--- config.mk ---
export PLATFORM = sky130hd
export DESIGN_NAME = psum_accumulator
export DESIGN_NICKNAME = d
export VERILOG_FILES = /design/src/rtl/psum_accumulator.sv
export SDC_FILE = /design/constraint.sdc
export NUM_CORES = 1
export LEC_CHECK = 0
export ABC_AREA = 1
export CORE_AREA = 2 2 68 70
export CTS_BUF_LIST = sky130_fd_sc_hd__clkbuf_2
export DETAILED_ROUTE_END_ITERATION = 8
export DIE_AREA = 0 0 70 72
export GPL_TIMING_DRIVEN = 0
export PLACE_DENSITY = 0.68
export SYNTH_ARGS = -nofsm -noshare
export SYNTH_HDL_FRONTEND = slang
export SYNTH_SLANG_ARGS = --single-unit
--- constraint.sdc ---
create_clock -name clk -period 2.64 [get_ports clk]
set_clock_uncertainty 0.05 [all_clocks]
set_input_delay 0.396 -clock clk [delete_from_list [all_inputs] [get_ports clk]]
set_output_delay 0.396 -clock clk [all_outputs]
set_load 0.005 [all_outputs]
--- src/rtl/psum_accumulator.sv ---
// Registered partial-sum accumulator: sums TERMS unsigned adder results per group, saturating,
// and hands each group result downstream over a valid/ready handshake.
module psum_accumulator #(
    parameter int unsigned IN_W  = 5,
    parameter int unsigned ACC_W = 12,
    parameter int unsigned TERMS = 8
) (
    input  logic             clk,
    input  logic             rst_n,
    input  logic             clear,
    input  logic             in_valid,
    output logic             in_ready,
    input  logic [IN_W-1:0]  in_data,
    output logic             out_valid,
    input  logic             out_ready,
    output logic [ACC_W-1:0] out_data,
    output logic             out_ovf
);

    localparam int unsigned CNT_W = (TERMS > 1) ? $clog2(TERMS) : 1;
    localparam logic [CNT_W-1:0] CntLast = CNT_W'(TERMS - 1);

    typedef enum logic [0:0] {StAcc, StHold} state_e;

    state_e             state_q, state_d;
    logic [CNT_W-1:0]   cnt_q, cnt_d;
    logic [ACC_W-1:0]   acc_q, acc_d;
    logic               ovf_q, ovf_d;
    logic [ACC_W-1:0]   out_data_q, out_data_d;
    logic               out_ovf_q, out_ovf_d;
    logic               out_valid_q, out_valid_d;

    logic               accept;
    logic [ACC_W-1:0]   in_zext;
    logic [ACC_W:0]     sum;
    logic [ACC_W-1:0]   acc_next;
    logic               ovf_next;

    assign in_ready  = (state_q == StAcc);
    assign accept    = in_valid & in_ready;
    assign in_zext   = ACC_W'(in_data);
    assign sum       = {1'b0, acc_q} + {1'b0, in_zext};

    assign out_valid = out_valid_q;
    assign out_data  = out_data_q;
    assign out_ovf   = out_ovf_q;

    // Value the accumulator takes if this cycle's input is accepted.
    always_comb begin
        acc_next = in_zext;
        ovf_next = 1'b0;
        if (cnt_q != '0) begin
            if (sum[ACC_W] || ovf_q) begin
                acc_next = '1;
                ovf_next = 1'b1;
            end else begin
                acc_next = sum[ACC_W-1:0];
            end
        end
    end

    always_comb begin
        state_d     = state_q;
        cnt_d       = cnt_q;
        acc_d       = acc_q;
        ovf_d       = ovf_q;
        out_data_d  = out_data_q;
        out_ovf_d   = out_ovf_q;
        out_valid_d = out_valid_q;
        unique case (state_q)
            StAcc: begin
                // clear wins over a same-cycle accept; the input is dropped.
                if (clear) begin
                    cnt_d = '0;
                    ovf_d = 1'b0;
                end else if (accept) begin
                    acc_d = acc_next;
                    ovf_d = ovf_next;
                    if (cnt_q == CntLast) begin
                        out_data_d  = acc_next;
                        out_ovf_d   = ovf_next;
                        out_valid_d = 1'b1;
                        cnt_d       = '0;
                        state_d     = StHold;
                    end else begin
                        cnt_d = cnt_q + CNT_W'(1);
                    end
                end
            end
            StHold: begin
                if (out_valid_q && out_ready) begin
                    out_valid_d = 1'b0;
                    state_d     = StAcc;
                end
            end
            default: state_d = StAcc;
        endcase
    end

    always_ff @(posedge clk or negedge rst_n) begin
        if (!rst_n) begin
            state_q     <= StAcc;
            cnt_q       <= '0;
            acc_q       <= '0;
            ovf_q       <= 1'b0;
            out_data_q  <= '0;
            out_ovf_q   <= 1'b0;
            out_valid_q <= 1'b0;
        end else begin
            state_q     <= state_d;
            cnt_q       <= cnt_d;
            acc_q       <= acc_d;
            ovf_q       <= ovf_d;
            out_data_q  <= out_data_d;
            out_ovf_q   <= out_ovf_d;
            out_valid_q <= out_valid_d;
        end
    end

endmodule

==> results.py, run 1 <==
metrics = {
    "status": {
        "outcome": "finished clean",
    },
    "worst_setup_path": {
        "critPathMaxFanout": 5,
        "worstSetupStartpoint": "in_data[0]",
        "cp-start-kind": "primary input",
        "crit_chain": "clkdlybuf4s50_1 -> ha_1 -> fa_1 -> nand2_2 -> nand2_2 -> nand2_2 -> nor2_2 -> nor3_1 -> nand3_1 -> nand3_1 -> nand2_1",
        "reg2reg_setup_slack_ps": 430,
        "critPathBufInv": 1,
        "endpoint_kind": "flop",
        "worstPathRequired_ps": 2880,
        "cp_top_family": "simple AND/OR/NAND/NOR gates",
        "cp_common_cell": "nand2_2",
        "worstReg2RegStart": "acc_q[0]",
        "setup.worst_path.class": "in -> reg",
        "cp_slowest_cell": "fa_1",
        "cp.arrival_ps": 2520,
        "critical-path-max-stage-delay_ps": 440,
    },
    "synthesis": {
        "synth_top_cell_by_area": "dfrtp_1",
        "synth_top_area_share_pct": 40.52,
        "yosysMostFrequentCell": "nand2_1",
        "synth.avg_cell_area_um2": 6.911,
        "ys_top_cells_by_count": "nand2_1, dfrtp_1, nand3_1",
        "synthDistinctLibCells": 21,
        "syn_inst": 277,
        "synth_warnings": 0,
        "syn-num-nets": 296,
        "seq_area_frac_synth_pct": 40.52,
        "synthFlopType": "dfrtp_1",
        "synth.area.top_cells": "dfrtp_1, nand2_1, nand3_1",
        "synthArstFlopShare_pct": 100.0,
        "ys_seq_elements": 31,
        "synth_edf_count": 0,
        "syn_area_um2": 1914,
    },
    "final_layout": {
        "nets": 328,
        "drive_gt1_share_pct": 8.387,
        "diodes": 0,
        "multiInputGateArea_um2": 999.7,
        "fillers": 448,
        "fin_area_um2": 2265,
        "regArea_um2": 775.7,
        "final_core_util_pct": 53.11,
        "area_growth_syn_to_layout_pct": 18.30,
    },
    "pwr": {
        "vdd_ir_drop_max_mv": 0.2778,
        "power_uw": 1126,
        "power.density_nw_per_um2": 497.2,
        "p_leak_uw": 0.001245,
    },
    "clock_network": {
        "cts_root_buffer": "clkbuf_2",
        "htree_levels": 2,
        "cts_max_path_buffers": 2,
        "post_cts.repair.setup_buffers": 0,
        "cts.repair.resized": 0,
        "path_clk_slew_ps": 160,
        "clock_latency_ps": 370,
        "numCtsBuffers": 5,
        "cts_tree": "built",
        "cts.sinks": 31,
    },
    "sta": {
        "rsz0062_at_grt": "no",
        "worstMarginPinSlew_ps": 688.2,
        "max_freq_mhz": 436.9,
        "drv_slew": 0,
        "slew_headroom_pct": 54.12,
        "setup_viol": 0,
        "hold_viol_final": 0,
        "fin_crit_sh_pct": 86.70,
        "finalCriticalPeriod_ps": 2289,
        "whs_ps": 446.5,
    },
    "route": {
        "viasPerCell": 4.807,
        "wl_met1_um": 2106,
        "maxUsedRoutingLayer": "met4",
        "via_count": 1740,
        "wl_met2_um": 1827,
        "post_drt_wl_per_cell_um": 11.49,
        "final_antenna_net_count": 0,
        "routed_wl_um": 4158,
        "first_pass_iters": 4,
        "drt_iter0_drc": 61,
        "drc": 0,
        "wl_met3_um": 117,
    },
    "grt": {
        "grt_pass1_vias": 1670,
        "grt_pass1_wl_um": 7486,
        "grt_antenna_before_repair": 0,
        "grt_usage_pct": 18.62,
        "overflow": 0,
        "grt_max_degree": 32,
    },
    "floorplanning": {
        "die_x_um": 70,
        "core-area_um2": 4264,
        "fp.dieH_um": 72,
        "num_io_pins": 25,
        "start_util_pct": 44.89,
        "die_area_um2": 5040,
        "num_rows": 24,
    },
    "place": {
        "hpwl_um": 3156,
        "io_buffer_count": 24,
        "gp_congestion": 0.8701,
        "place_area_um2": 2215,
    },
    "worst_hold_path": {
        "hp-class": "reg -> reg",
        "worstHoldStart": "out_data[2]",
    },
    "run": {
        "maxCapViolCount": 0,
    },
}
==> metrics by stage <==
step | setup WS, ps | setup TNS [ps] | std cells
after detailed placement | -94.25 | -465.8 | 353
final | 351.0 | 0 | 362
after floorplan | 685.1 | 0 | 277
after global routing | 177.2 | 0 | 362
after CTS | 343.4 | 0 | 362
after global placement | -92.51 | -464.3 | 353
==> cells by family (layout without fill, tap and decap cells) <==
kind of cell | count (synthesis) | count (layout) | synth area share [%]
flip-flops | 31 | 31 | 40.52
AND/OR/NAND/NOR | 191 | 191 | 42.22
AO/OA/AOI/OAI | 10 | 10 | 2.679
multiplexers | 2 | 2 | 1.046
adder cells (fa/ha/maj) | 9 | 9 | 6.275
buffers and inverters | 34 | 67 | 7.255
==> layout make-up <==
class | instances | area share (%)
Multi-Input combinational cell | 212 | 44.14
Sequential cell | 31 | 34.25
Timing Repair Buffer | 25 | 10.83
Inverter | 28 | 4.641
Tap cell | 52 | 2.873
Buffer | 6 | 1.492
Clock buffer | 5 | 1.105
Clock inverter | 3 | 0.6630
==> final timing paths <==
check,depth (start not counted),endpoint
worst max-delay path,11,out_data[11]
worst min-delay path,2,out_data[2]
worst max register to register,10,out_data[11]
worst min register to register,2,out_data[2]
max in group asynchronous,2,out_data[5]
min in group asynchronous,2,out_data[1]
==> cells in the final DEF, fill, tap and decap left out, types with 3 or more instances in the layout <==
cell type / n
a21oi_1: 3
buf_2: 4
clkbuf_2: 5
clkdlybuf4s50_1: 23
dfrtp_1: 31
ha_1: 8
inv_1: 28
nand2_1: 126
nand2_2: 12
nand3_1: 31
nand3b_1: 3
nor2_1: 14
o21ai_0: 5
==> per-layer routing <==
metal	vias to the layer above	global-route usage, %
met5	-	0
li1	920	-
met4	0	8.120
met1	787	25.65
met2	25	29.42
met3	8	2.917
==> registers in the layout, indices dropped and copies added (netlist names) <==
signal     flops
out_data      12
out_ovf        1
cnt_q          3
out_valid      1
state_q        1
acc_q         12
ovf_q          1
==> tightest hold or removal path: cells and delay by family (launching register included) <==
kind          cells  cell delay [ps]
flops             1              370
simple gates      2              110
==> what timing repair did <==
item                                   CTS  global route
setup endpoints to repair                0             0
endpoints found under the hold margin   18             0
hold buffers                             1             0
==> where the power goes <==
part / internal, uW / total [uW] / switching (uW) / leakage, uW
logic: 135 / 365 / 230 / 0.000799
registers: 508 / 537 / 28.7 / 0.000422
clock network: 58.9 / 224 / 165 / 0.0000241
Power figures use the tool's default switching activity.
==> run 2, diff against run 1 <==
--- a/config.mk
+++ b/config.mk
@@ -6,12 +6,13 @@
 export NUM_CORES = 1
 export LEC_CHECK = 0
 export ABC_AREA = 1
-export CORE_AREA = 2 2 68 70
+export CORE_AREA = 2 2 65 73
 export CTS_BUF_LIST = sky130_fd_sc_hd__clkbuf_2
 export DETAILED_ROUTE_END_ITERATION = 8
-export DIE_AREA = 0 0 70 72
+export DIE_AREA = 0 0 67 75
+export DONT_BUFFER_PORTS = 1
 export GPL_TIMING_DRIVEN = 0
-export PLACE_DENSITY = 0.68
+export PLACE_DENSITY = 0.6
 export SYNTH_ARGS = -nofsm -noshare
 export SYNTH_HDL_FRONTEND = slang
 export SYNTH_SLANG_ARGS = --single-unit
==> results.py, run 2 (synthesis results as in run 1) <==
metrics = {
    "status": {
        "outcome": "finished clean",
    },
    "grt": {
        "grt_pass1_vias": 1641,
        "grt_max_degree": 32,
        "grt_pass1_wl_um": 7534,
        "grt_usage_pct": 20.03,
        "grt_antenna_before_repair": 0,
        "overflow": 0,
    },
    "worst_setup_path": {
        "cp.arrival_ps": 2500,
        "setup.worst_path.class": "reg -> reg",
        "critPathMaxFanout": 5,
        "worstReg2RegStart": "acc_q[0]",
        "crit_chain": "ha_1 -> fa_1 -> nand2_2 -> nand2_2 -> nand2_2 -> nor2_2 -> nor3_1 -> nand3_1 -> nand3_1 -> nand2_1",
        "cp-start-kind": "flop",
        "reg2reg_setup_slack_ps": 370,
        "cp_common_cell": "nand2_2",
        "endpoint_kind": "flop",
        "worstReg2RegEnd": "out_data[9]",
        "cp_slowest_cell": "fa_1",
        "worstPathRequired_ps": 2870,
        "critical-path-max-stage-delay_ps": 440,
        "reg2reg_depth": 10,
    },
    "pwr": {
        "vdd_ir_drop_max_mv": 0.2892,
        "p_comb_share_pct": 31.1,
        "seqPwrFrac_pct": 48.6,
        "internal_power_uw": 687.2,
        "switching_share_pct": 37.90,
        "p_leak_uw": 0.001167,
        "power.density_nw_per_um2": 539.3,
        "power_switching_uw": 419.4,
        "clock_power_share_pct": 20.3,
    },
    "clock_network": {
        "numCtsBuffers": 5,
        "post_cts.repair.setup_buffers": 0,
        "cts_root_buffer": "clkbuf_2",
        "cts_tree": "built",
        "htree_levels": 2,
        "clock_latency_ps": 360,
        "path_clk_slew_ps": 160,
        "cts_max_path_buffers": 2,
        "cts.sinks": 31,
    },
    "sta": {
        "setup_tns_ps": 0,
        "drv_slew": 0,
        "whs_ps": 113.9,
        "slew_headroom_pct": 70.05,
        "max_freq_mhz": 440.8,
        "hold_viol_final": 0,
        "fin_crit_sh_pct": 85.92,
        "rsz0062_at_grt": "no",
        "setup_viol": 0,
        "finalCriticalPeriod_ps": 2268,
        "worstMarginPinSlew_ps": 449.3,
    },
    "final_layout": {
        "area_growth_syn_to_layout_pct": 7.190,
        "fillers": 476,
        "final_cell_mix": "nand2_1, nand3_1, dfrtp_1",
        "nets": 305,
        "final_common_cell": "nand2_1",
        "drive_gt1_share_pct": 9.059,
        "diodes": 0,
    },
    "floorplanning": {
        "num_io_pins": 25,
        "die_area_um2": 5025,
        "core-area_um2": 4254,
        "start_util_pct": 45.00,
        "fp.dieH_um": 75,
        "die_x_um": 67,
        "num_rows": 25,
    },
    "route": {
        "drc": 0,
        "final_antenna_net_count": 0,
        "routed_wl_um": 4284,
        "drt_iter0_drc": 69,
        "first_pass_iters": 4,
        "post_drt_wl_per_cell_um": 12.56,
        "via_count": 1625,
        "viasPerCell": 4.765,
    },
    "worst_hold_path": {
        "hp-class": "in -> reg",
        "worstHoldStart": "out_ready",
        "hold_depth": 3,
        "whs_endpoint": "state_q",
    },
    "place": {
        "hpwl_um": 3257,
        "gp_congestion": 0.8014,
        "io_buffer_count": 0,
    },
    "run": {
        "maxCapViolCount": 0,
    },
}
run 2: how the worst max path moves through the flow:
stage | from | endpoint | cells after the start
after floorplan | in_data[0] | out_data[8] | 13
after global placement | in_data[0] | out_data[9] | 10
after detailed placement | in_data[0] | out_data[9] | 10
after CTS | acc_q[0] | out_data[9] | 10
after global routing | acc_q[0] | out_data[9] | 10
final | acc_q[0] | out_data[9] | 10
run 2: power groups by stage:
stage          Sequential [uW]  Combinational (uW)  Clock [uW]
4_1_cts                    538                 347         235
6_report                   538                 344         225
5_1_grt                    543                 398         255
3_5_place_dp               547                 330           0
3_3_place_gp               546                 330           0
2_1_floorplan              539                 269           0
run 2: worst max-delay path: cells and delay by family (launching register included):
| kind | cells | cell delay, ps |
|---|---|---|
| adder cells (fa/ha/maj) | 2 | 680 |
| AND/OR/NAND/NOR | 8 | 1030 |
| flip-flops | 1 | 420 |
run 2: cell type report:
class | count | area, um^2 | share of cell area [%]
sequential | 31 | 775.7 | 37.80
tap | 54 | 67.56 | 3.293
clock inverter | 3 | 15.01 | 0.7317
inverter | 28 | 105.1 | 5.122
timing repair buffer | 2 | 30.03 | 1.463
buffer | 6 | 33.78 | 1.646
clock buffer | 5 | 25.02 | 1.220
multi-input combinational | 212 | 999.7 | 48.72
run 2: what timing repair did:
item,in CTS,in global routing
resized for setup,0,0
hold buffers,2,0
endpoints found under the hold margin,31,0
run 2: through the flow:
| stage | cell area (um^2) | power [uW] | worst slack [ps] | instances | util, % |
|---|---|---|---|---|---|
| floorplan | 1914 | 808.0 | 685.1 | 277 | - |
| global placement | 1982 | 875.1 | 321.5 | 331 | 46.59 |
| detailed placement | 1982 | 876.8 | 358.7 | 331 | 46.59 |
| CTS | 2052 | 1119 | 380.9 | 341 | 48.24 |
| global route | 2052 | 1196 | 211.9 | 341 | 48.24 |
| finish | 2052 | 1107 | 371.6 | 341 | 48.24 |
run 2: routing by layer:
layer  share of wire (%)  track usage [%]  up-vias  wire length, um
li1                    -                -      879                -
met1                  51            26.20      719             2177
met2                  45            33.22       20             1917
met3                 2.8            4.036        7              119
met4                 1.7            6.803        0               71
met5                   0                0        -                0
